## src/rtl/alu_pkg.sv

```systemverilog
// Shared ALU definitions: default widths, opcode constants and the buffered result entry layout.
// The parity field exists only when ALU_RESULT_PARITY_EN is defined.
package alu_pkg;

  localparam int ALU_WIDTH = 8;
  localparam int ALU_SEL_W = 4;

  localparam logic [ALU_SEL_W-1:0] ALU_ADD  = 4'h0;
  localparam logic [ALU_SEL_W-1:0] ALU_SUB  = 4'h1;
  localparam logic [ALU_SEL_W-1:0] ALU_MUL  = 4'h2;
  localparam logic [ALU_SEL_W-1:0] ALU_DIV  = 4'h3;
  localparam logic [ALU_SEL_W-1:0] ALU_SHL  = 4'h4;
  localparam logic [ALU_SEL_W-1:0] ALU_SHR  = 4'h5;
  localparam logic [ALU_SEL_W-1:0] ALU_ROL  = 4'h6;
  localparam logic [ALU_SEL_W-1:0] ALU_ROR  = 4'h7;
  localparam logic [ALU_SEL_W-1:0] ALU_AND  = 4'h8;
  localparam logic [ALU_SEL_W-1:0] ALU_OR   = 4'h9;
  localparam logic [ALU_SEL_W-1:0] ALU_XOR  = 4'hA;
  localparam logic [ALU_SEL_W-1:0] ALU_NOR  = 4'hB;
  localparam logic [ALU_SEL_W-1:0] ALU_NAND = 4'hC;
  localparam logic [ALU_SEL_W-1:0] ALU_XNOR = 4'hD;
  localparam logic [ALU_SEL_W-1:0] ALU_GT   = 4'hE;
  localparam logic [ALU_SEL_W-1:0] ALU_EQ   = 4'hF;

  typedef struct packed {
    logic [ALU_WIDTH-1:0] result;
    logic                 carry;
    logic                 zero;
    logic                 neg;
    logic [ALU_SEL_W-1:0] sel;
`ifdef ALU_RESULT_PARITY_EN
    logic                 parity;
`endif
  } alu_entry_t;

endpackage

```

## src/rtl/alu_fifo_core.sv

```systemverilog
// Generic first-word-fall-through FIFO: storage, wrapping pointers and a separate occupancy count.
// Push when full and pop when empty are ignored, so pointers never corrupt.
module alu_fifo_core #(
  parameter int DEPTH   = 4,
  parameter int ENTRY_W = 16,
  parameter int CNT_W   = $clog2(DEPTH + 1)
) (
  input  logic               clk,
  input  logic               rst,
  input  logic               push,
  input  logic               pop,
  input  logic [ENTRY_W-1:0] wr_data,
  output logic [ENTRY_W-1:0] rd_data,
  output logic [CNT_W-1:0]   count,
  output logic               full,
  output logic               empty
);

  localparam int PTR_W = $clog2(DEPTH);

  logic [PTR_W-1:0]   wr_ptr;
  logic [PTR_W-1:0]   rd_ptr;
  logic [ENTRY_W-1:0] mem [DEPTH];
  logic               do_push;
  logic               do_pop;

  assign full    = (count == CNT_W'(DEPTH));
  assign empty   = (count == '0);
  assign do_push = push && !full;
  assign do_pop  = pop && !empty;
  assign rd_data = mem[rd_ptr];

  // DEPTH is a power of two, so plain pointer overflow is the modulo wrap
  always_ff @(posedge clk or posedge rst) begin
    if (rst) begin
      wr_ptr <= '0;
      rd_ptr <= '0;
      count  <= '0;
    end else begin
      if (do_push) wr_ptr <= wr_ptr + PTR_W'(1);
      if (do_pop)  rd_ptr <= rd_ptr + PTR_W'(1);
      case ({do_push, do_pop})
        2'b10:   count <= count + CNT_W'(1);
        2'b01:   count <= count - CNT_W'(1);
        default: count <= count;
      endcase
    end
  end

  always_ff @(posedge clk) begin
    if (do_push) mem[wr_ptr] <= wr_data;
  end

endmodule

```

## src/rtl/alu_result_buffer.sv

```systemverilog
// Captures ALU results with derived zero/negative flags into a FWFT FIFO with a saturating drop counter.
// Define ALU_RESULT_PARITY_EN to add the stored out_parity output.
module alu_result_buffer
  import alu_pkg::*;
#(
  parameter int DEPTH = 4,
  parameter int WIDTH = ALU_WIDTH,
  parameter int SEL_W = ALU_SEL_W
) (
  input  logic                       clk,
  input  logic                       rst,
  input  logic [WIDTH-1:0]           alu_out,
  input  logic                       carry_out,
  input  logic [SEL_W-1:0]           alu_sel,
  input  logic                       in_valid,
  output logic                       in_ready,
  output logic                       out_valid,
  input  logic                       out_ready,
  output logic [WIDTH-1:0]           out_result,
  output logic                       out_carry,
  output logic                       out_zero,
  output logic                       out_neg,
  output logic [SEL_W-1:0]           out_sel,
`ifdef ALU_RESULT_PARITY_EN
  output logic                       out_parity,
`endif
  output logic [$clog2(DEPTH+1)-1:0] count,
  output logic                       full,
  output logic                       empty,
  output logic [7:0]                 drop_count
);

`ifdef ALU_RESULT_PARITY_EN
  localparam int PAR_W = 1;
`else
  localparam int PAR_W = 0;
`endif
  localparam int ENTRY_W = WIDTH + 3 + SEL_W + PAR_W;
  localparam int CNT_W   = $clog2(DEPTH + 1);

  logic [ENTRY_W-1:0] wr_entry;
  logic [ENTRY_W-1:0] head;
  logic               push;
  logic               pop;

  function automatic logic [7:0] sat_inc(input logic [7:0] v);
    return (v == 8'hFF) ? v : v + 8'd1;
  endfunction

  assign in_ready  = !full;
  assign out_valid = !empty;
  assign push      = in_valid && in_ready;
  assign pop       = out_valid && out_ready;

`ifdef ALU_RESULT_PARITY_EN
  assign wr_entry = {alu_out, carry_out, (alu_out == '0), alu_out[WIDTH-1], alu_sel, ^alu_out};
`else
  assign wr_entry = {alu_out, carry_out, (alu_out == '0), alu_out[WIDTH-1], alu_sel};
`endif

  alu_fifo_core #(
    .DEPTH   (DEPTH),
    .ENTRY_W (ENTRY_W),
    .CNT_W   (CNT_W)
  ) u_core (
    .clk     (clk),
    .rst     (rst),
    .push    (push),
    .pop     (pop),
    .wr_data (wr_entry),
    .rd_data (head),
    .count   (count),
    .full    (full),
    .empty   (empty)
  );

  // Storage is never reset, so the head fields are masked until an entry exists
  assign out_result = empty ? '0 : head[ENTRY_W-1 -: WIDTH];
  assign out_carry  = !empty && head[ENTRY_W-WIDTH-1];
  assign out_zero   = !empty && head[ENTRY_W-WIDTH-2];
  assign out_neg    = !empty && head[ENTRY_W-WIDTH-3];
  assign out_sel    = empty ? '0 : head[PAR_W +: SEL_W];
`ifdef ALU_RESULT_PARITY_EN
  assign out_parity = !empty && head[0];
`endif

  always_ff @(posedge clk or posedge rst) begin
    if (rst) begin
      drop_count <= '0;
    end else if (in_valid && full) begin
      drop_count <= sat_inc(drop_count);
    end
  end

endmodule

```

## config.mk

```make
export PLATFORM = sky130hd
export DESIGN_NAME = alu_result_buffer
export DESIGN_NICKNAME = d
export VERILOG_FILES = /design/src/rtl/alu_pkg.sv /design/src/rtl/alu_fifo_core.sv /design/src/rtl/alu_result_buffer.sv
export SDC_FILE = /design/constraint.sdc
export NUM_CORES = 1
export LEC_CHECK = 0
export CORE_ASPECT_RATIO = 1.1
export CORE_MARGIN = 3
export CORE_UTILIZATION = 48
export CTS_CLUSTER_DIAMETER = 40
export DETAILED_ROUTE_END_ITERATION = 10
export MAX_ROUTING_LAYER = met4
export PLACE_DENSITY = 0.75
export REMOVE_ABC_BUFFERS = 1
export SLEW_MARGIN = 20
export SYNTH_ARGS = -nofsm -noshare
export SYNTH_HDL_FRONTEND = slang
export SYNTH_HIERARCHICAL = 1
export SYNTH_SLANG_ARGS = --single-unit
```

## constraint.sdc

```tcl
create_clock -name clk -period 2.4 [get_ports clk]
set_clock_uncertainty 0.1 [all_clocks]
set_input_delay 0.48 -clock clk [delete_from_list [all_inputs] [get_ports clk]]
set_output_delay 0.48 -clock clk [all_outputs]
set_load 0.01 [all_outputs]
```

**Word level (Yosys, flattened, before mapping)**

Memory sizes are Yosys's and may differ from the RTL's.
Cells that the tools add are included.

- Bitwise gates (word level): 1
- Reductions and logical operators: 14
- Multiplexer cells: 5
- Add/sub/neg operators: 5
- Equality and inequality tests: 4

Operator list:

| operator | count |
|---|---|
| $add 8x1->8 const B | 1 |
| $eq 8x8->1 const B | 1 |
| $logic_and 1x1->1 | 8 |
| $logic_not 8->1 | 1 |
| $mux 8 | 1 |
| $pmux 3 s2 | 1 |
| $add 2x1->2 const B | 2 |
| $mux 4 | 1 |
| $add 3x1->3 const B | 1 |
| $eq 3x3->1 const B | 1 |
| $logic_not 3->1 | 1 |
| $sub 3x1->3 const B | 1 |
| $eq 2x1->1 const B | 1 |
| $eq 2x2->1 const B | 1 |
| $logic_not 1->1 | 2 |
| $mux 1 | 2 |
| $reduce_and 2->1 | 1 |
| $reduce_bool 2->1 | 1 |
| $not 1->1 | 1 |

- Register bits after elaboration: 15
- Input bits: 17
- Logic and storage cells: 34
- Memories: 1
- Output and inout port bits: 30
- Memory bits (writable): 60

Memories:

| name | depth | bits a word | read ports | clocked after memory_dff | write ports | RTL line | source |
|---|---|---|---|---|---|---|---|
| u_core.mem | 4 | 15 | 1 | 0 | 1 | alu_fifo_core.sv:23 | `logic [ENTRY_W-1:0] mem [DEPTH];` |

**Logic depth before layout (Yosys ltp)**

- Depth in word-level cells: 6
- Mapped depth: 10
- Depth with buffers taken out: 10

**Modules after synthesis**

Netlist, hierarchy kept.

By module, submodules not included:

| module | instances | area each (µm²) | seq. area each (µm²) | cells each |
|---|---|---|---|---|
| alu_fifo_core | 1 | 2636.3 | 1976.9 | 117 |
| alu_result_buffer | 1 | 540.5 | 200.2 | 58 |

**Worst setup path after synthesis**

Ideal clock, no wire load.

- Path kind: register to register
- From: register u_core.count[0]
- To: register u_core.count[2]
- Stages on the path, launching flop included: 11
- Required time: 2221 ps
- Path slack: -25 ps
- Arrival time: 2246 ps
- Cell sequence: dfrtp_1 nor3b_2 nor2b_1 nor2b_2 inv_1 ha_1 inv_1 fa_1 xor2_1 nor2_1 xor2_1

- Cells in the longest elaborated chain, start to end: 6
- Elaborated cells on any way between the ends: 14
- Classes of those cells: add/sub: 2; eq/ne: 3; mux: 1; reduce/logical: 8

Ends and longest elaborated chain:

| item | RTL line | source |
|---|---|---|
| start: declaration | alu_fifo_core.sv:14 | `output logic [CNT_W-1:0] count,` |
| start signal: assignment | alu_fifo_core.sv:43 | `2'b10: count <= count + CNT_W'(1);` |
| start signal: assignment | alu_fifo_core.sv:44 | `2'b01: count <= count - CNT_W'(1);` |
| start signal: assignment | alu_fifo_core.sv:45 | `default: count <= count;` |
| $eq 3x3->1 * | alu_fifo_core.sv:27 | `assign full = (count == CNT_W'(DEPTH));` |
| via full | alu_result_buffer.sv:28 | `output logic full,` |
| $logic_not 1->1 * | alu_result_buffer.sv:50 | `assign in_ready = !full;` |
| $logic_and 1x1->1 * | alu_result_buffer.sv:52 | `assign push = in_valid && in_ready;` |
| via push | alu_result_buffer.sv:43 | `logic push;` |
| $logic_and 1x1->1 * | alu_fifo_core.sv:29 | `assign do_push = push && !full;` |
| $eq 2x1->1 / $eq 2x2->1 (equally long branches) | alu_fifo_core.sv:42 | `case ({do_push, do_pop})` |
| $pmux 3 s2 / $reduce_bool 2->1 (equally long branches) | - |  |

The timed path passes the listed nets; every way through them passes the cells marked *.
A chain may end at the register's enable or synchronous reset.

**Worst setup path in the final report**

- From: register u_core.rd_ptr[0]
- To: output out_neg

- Cells in the longest elaborated chain, start to end: 2

Ends and longest elaborated chain:

| item | RTL line | source |
|---|---|---|
| start: declaration | alu_fifo_core.sv:22 | `logic [PTR_W-1:0] rd_ptr;` |
| start signal: assignment | alu_fifo_core.sv:41 | `if (do_pop) rd_ptr <= rd_ptr + PTR_W'(1);` |
| $mem_v2 4x15 | - |  |
| via head[4] | alu_result_buffer.sv:42 | `logic [ENTRY_W-1:0] head;` |
| $logic_and 1x1->1 | alu_result_buffer.sv:81 | `assign out_neg = !empty && head[ENTRY_W-WIDTH-3];` |
| end: declaration | alu_result_buffer.sv:22 | `output logic out_neg,` |

The timed path passes the listed nets, and every way through them passes these cells.

==> flow_summary.ini <==
[clocking]
cts_tree = done
worstSkewPairLatency_ns = 0.34
htreeDepth = 3
clk_pin_slew_worst_paths_ns = 0.07
clkSinkCount = 75
cts_hold_buf = 0
cts_buffer_depth = 2
cts_buffers = 9
clock-root-buffer = clkbuf_8

[placed_design]
dp_hpwl_mm = 3.400
port_buffers = 46
placed_area_um2 = 3882
place_congestion = 0.7560

[setup_path]
required_ns = 1.82
path_class = flop to output port
cpLargestDelayFamily = multiplexers
cpMaxStageDelayCell = mux4_2
critPathCaptureType = output port
reg2reg_from = u_core/count[0]$_DFFE_PP0P_
cp.depth = 4
worst-path-buf-inv = 2
r2r_setup_slack_ns = 0.28
crit_arrival_ns = 1.82
crit_fanout = 6
worstPathCellList = buf_16 > mux4_2 > nor2b_1 > clkdlybuf4s15_1
slowest_delay_ns = 0.50
cp-start-kind = flop
r2r_end = u_core/count[2]$_DFFE_PP0P_
reg2regPathDepth = 10

[global_route]
grt_pass1_wl_mm = 9.239
gr-total-overflow = 0
antenna_found_initial = 0
grt_start_max_net_pins = 16
grt_pass1_vias = 1822
grt_usage_pct = 16.50

[logic_synthesis]
yosysWarnings = 6
ys_seq_area_share_pct = 68.53
yosys.area.top_type_share_pct = 56.72
async_flop_share_pct = 20.00
synth_area_um2 = 3177
syn_inst = 175
synth-edff-count = 60
synth.distinct_cells = 34
synth_top_area_cell = edfxtp_1
synth-seq-cells = 75
synth_most_common_cell = edfxtp_1
ys_top_cells_by_count = edfxtp_1, nor2b_1, dfrtp_1
ys.flop_type = edfxtp_1
post_synth_main_area_contributors = edfxtp_1, dfrtp_1, mux4_1
synth_area_per_cell_um2 = 18.15

[detailed_routing]
vias = 1742
wl_met2_mm = 2.813
drt-met1-wl_mm = 2.432
viasPerCell = 5.231
drc = 0
ant_nets = 0
wl_per_cell_um = 16.90
dr.pass1.iters = 4
wl_mm = 5.627
highest_layer = met4
drt_first_iter_violations = 81
wl_met3_um = 256

[die]
die_h_um = 91.33
row_count = 30
core_area_um2 = 6306
die_area_um2 = 7632
die-width_um = 83.57
initial_core_util_pct = 50.38
ios = 47

[sta]
fin_tns_setup_ns = -0.001237
setup_violations = 1
slew_headroom_pct = 78.93
drv_slew = 0
min_period_ns = 2.401
post-route-period-util_pct = 100.1
worst_pin_slew_ns = 0.3157
rsz0062_at_grt = true
final-hold-violation-count = 0
clock.fmax_ghz = 0.4165
worst_slack_ns = -0.001237

[final_layout]
syn_to_final_growth_pct = 30.21
drive_above_1_share_pct = 31.62
final-seq-area_um2 = 2182
design_area_um2 = 4136
fin_nets = 272
fillCellCount = 452
antennaDiodeCount = 0
multi_input_area_um2 = 904.6

[run]
cap_violations = 0

[run_status]
failed_checks = negative setup slack
status = finished, violations left

[power]
power_density_nw_per_um2 = 1240
vdd_ir_drop_max_uv = 636.6
p_leak_nw = 1.522

[worst_hold_path]
hold_path_class = input port to async pin
==> layout make-up <==
class | instances | area share [%]
sequential | 75 | 52.75
multi-input combinational | 85 | 21.87
timing repair buffer | 67 | 16.36
clock buffer | 11 | 3.660
tap | 80 | 2.420
clock inverter | 5 | 2.027
inverter | 10 | 0.9074
==> repair_timing <==
item | CTS | global route
gates resized for setup | 66 | 4
cloned | 1 | 0
endpoints found under the setup margin | 17 | 12
buffers inserted | 6 | 1
pin swaps | 1 | 0
==> kinds of logic after synthesis <==
logic type,after synthesis,share of synthesized area [%]
XOR/XNOR,11,3.033
AND/OR/NAND/NOR,45,9.137
buffers and inverters,15,2.599
flip-flops,75,68.53
multiplexers,19,13.08
adder cells (fa/ha/maj),7,2.993
AO/OA/AOI/OAI,3,0.6302
==> through the flow <==
step / setup WS [ns] / util [%] / total power [mW] / cells / hold WS [ns]
finish: -0.001237 / 65.60 / 5.129 / 333 / 0.3123
global route: -0.06027 / 65.60 / 5.427 / 333 / 0.3442
CTS: -0.02415 / 65.73 / 5.172 / 332 / 0.2994
detailed placement: 0.004234 / 61.57 / 4.033 / 309 / 0.4230
global placement: 0.03783 / 61.57 / 3.999 / 309 / 0.4150
floorplan: -0.4736 / - / 2.965 / 170 / 0.1834
==> sequential cells by signal, summed over array words and instances (netlist names) <==
signal and cells:
u_core/rd_ptr 2, u_core/mem 60, drop_count 8, u_core/wr_ptr 2, u_core/count 3
==> report_power, final <==
| part | internal [mW] | leakage, nW | switching, mW |
|---|---|---|---|
| combinational | 1.21 | 0.678 | 0.889 |
| clock | 0.645 | 0.112 | 0.439 |
| sequential | 1.74 | 0.732 | 0.205 |
==> placed cells by master (no fill, tap or decap), types with 2 or more instances in the layout <==
cell type,instances
nor2_1,3
mux2_4,2
nand4_1,2
buf_2,12
inv_1,10
buf_4,11
nand2_1,5
buf_12,8
xor2_1,3
nand3_1,4
xnor2_1,8
clkdlybuf4s50_1,31
nor2b_1,16
ha_1,6
dfrtp_1,11
or4_1,2
and2_1,4
clkdlybuf4s15_1,2
bufinv_16,2
dfrtp_2,4
mux4_2,15
edfxtp_1,60
clkinvlp_4,2
clkbuf_8,11
nor2b_2,2
==> worst max-delay path by stage <==
| stage | startpoint | endpoint | slack [ns] |
|---|---|---|---|
| after floorplan | u_core/count[0]$_DFFE_PP0P_ | u_core/count[2]$_DFFE_PP0P_ | -0.47 |
| after global placement | in_valid | u_core/count[2]$_DFFE_PP0P_ | 0.04 |
| after detailed placement | in_valid | u_core/count[2]$_DFFE_PP0P_ | 0.004 |
| after CTS | u_core/rd_ptr[0]$_DFFE_PP0P_ | out_result[0] | -0.02 |
| after global routing | u_core/rd_ptr[0]$_DFFE_PP0P_ | out_result[0] | -0.06 |
| final | u_core/rd_ptr[0]$_DFFE_PP0P_ | out_neg | -0.001 |
==> worst register-to-register path: stages, from the launching register on <==
cell and delay, ns:
dfrtp_2 0.46, nor3b_2 0.22, buf_4 0.18, nor2b_2 0.05, inv_1 0.06, ha_1 0.16, inv_1 0.05, fa_1 0.37
xor2_1 0.15, nor2_1 0.11, xor2_1 0.14
==> layer usage <==
| layer | GRT usage [%] | vias to the layer above |
|---|---|---|
| met5 | - | - |
| met1 | 20.05 | 875 |
| li1 | - | 805 |
| met2 | 26.39 | 49 |
| met4 | 8.043 | 0 |
| met3 | 3.448 | 13 |
Note: power is estimated with default switching activity, not from simulation.
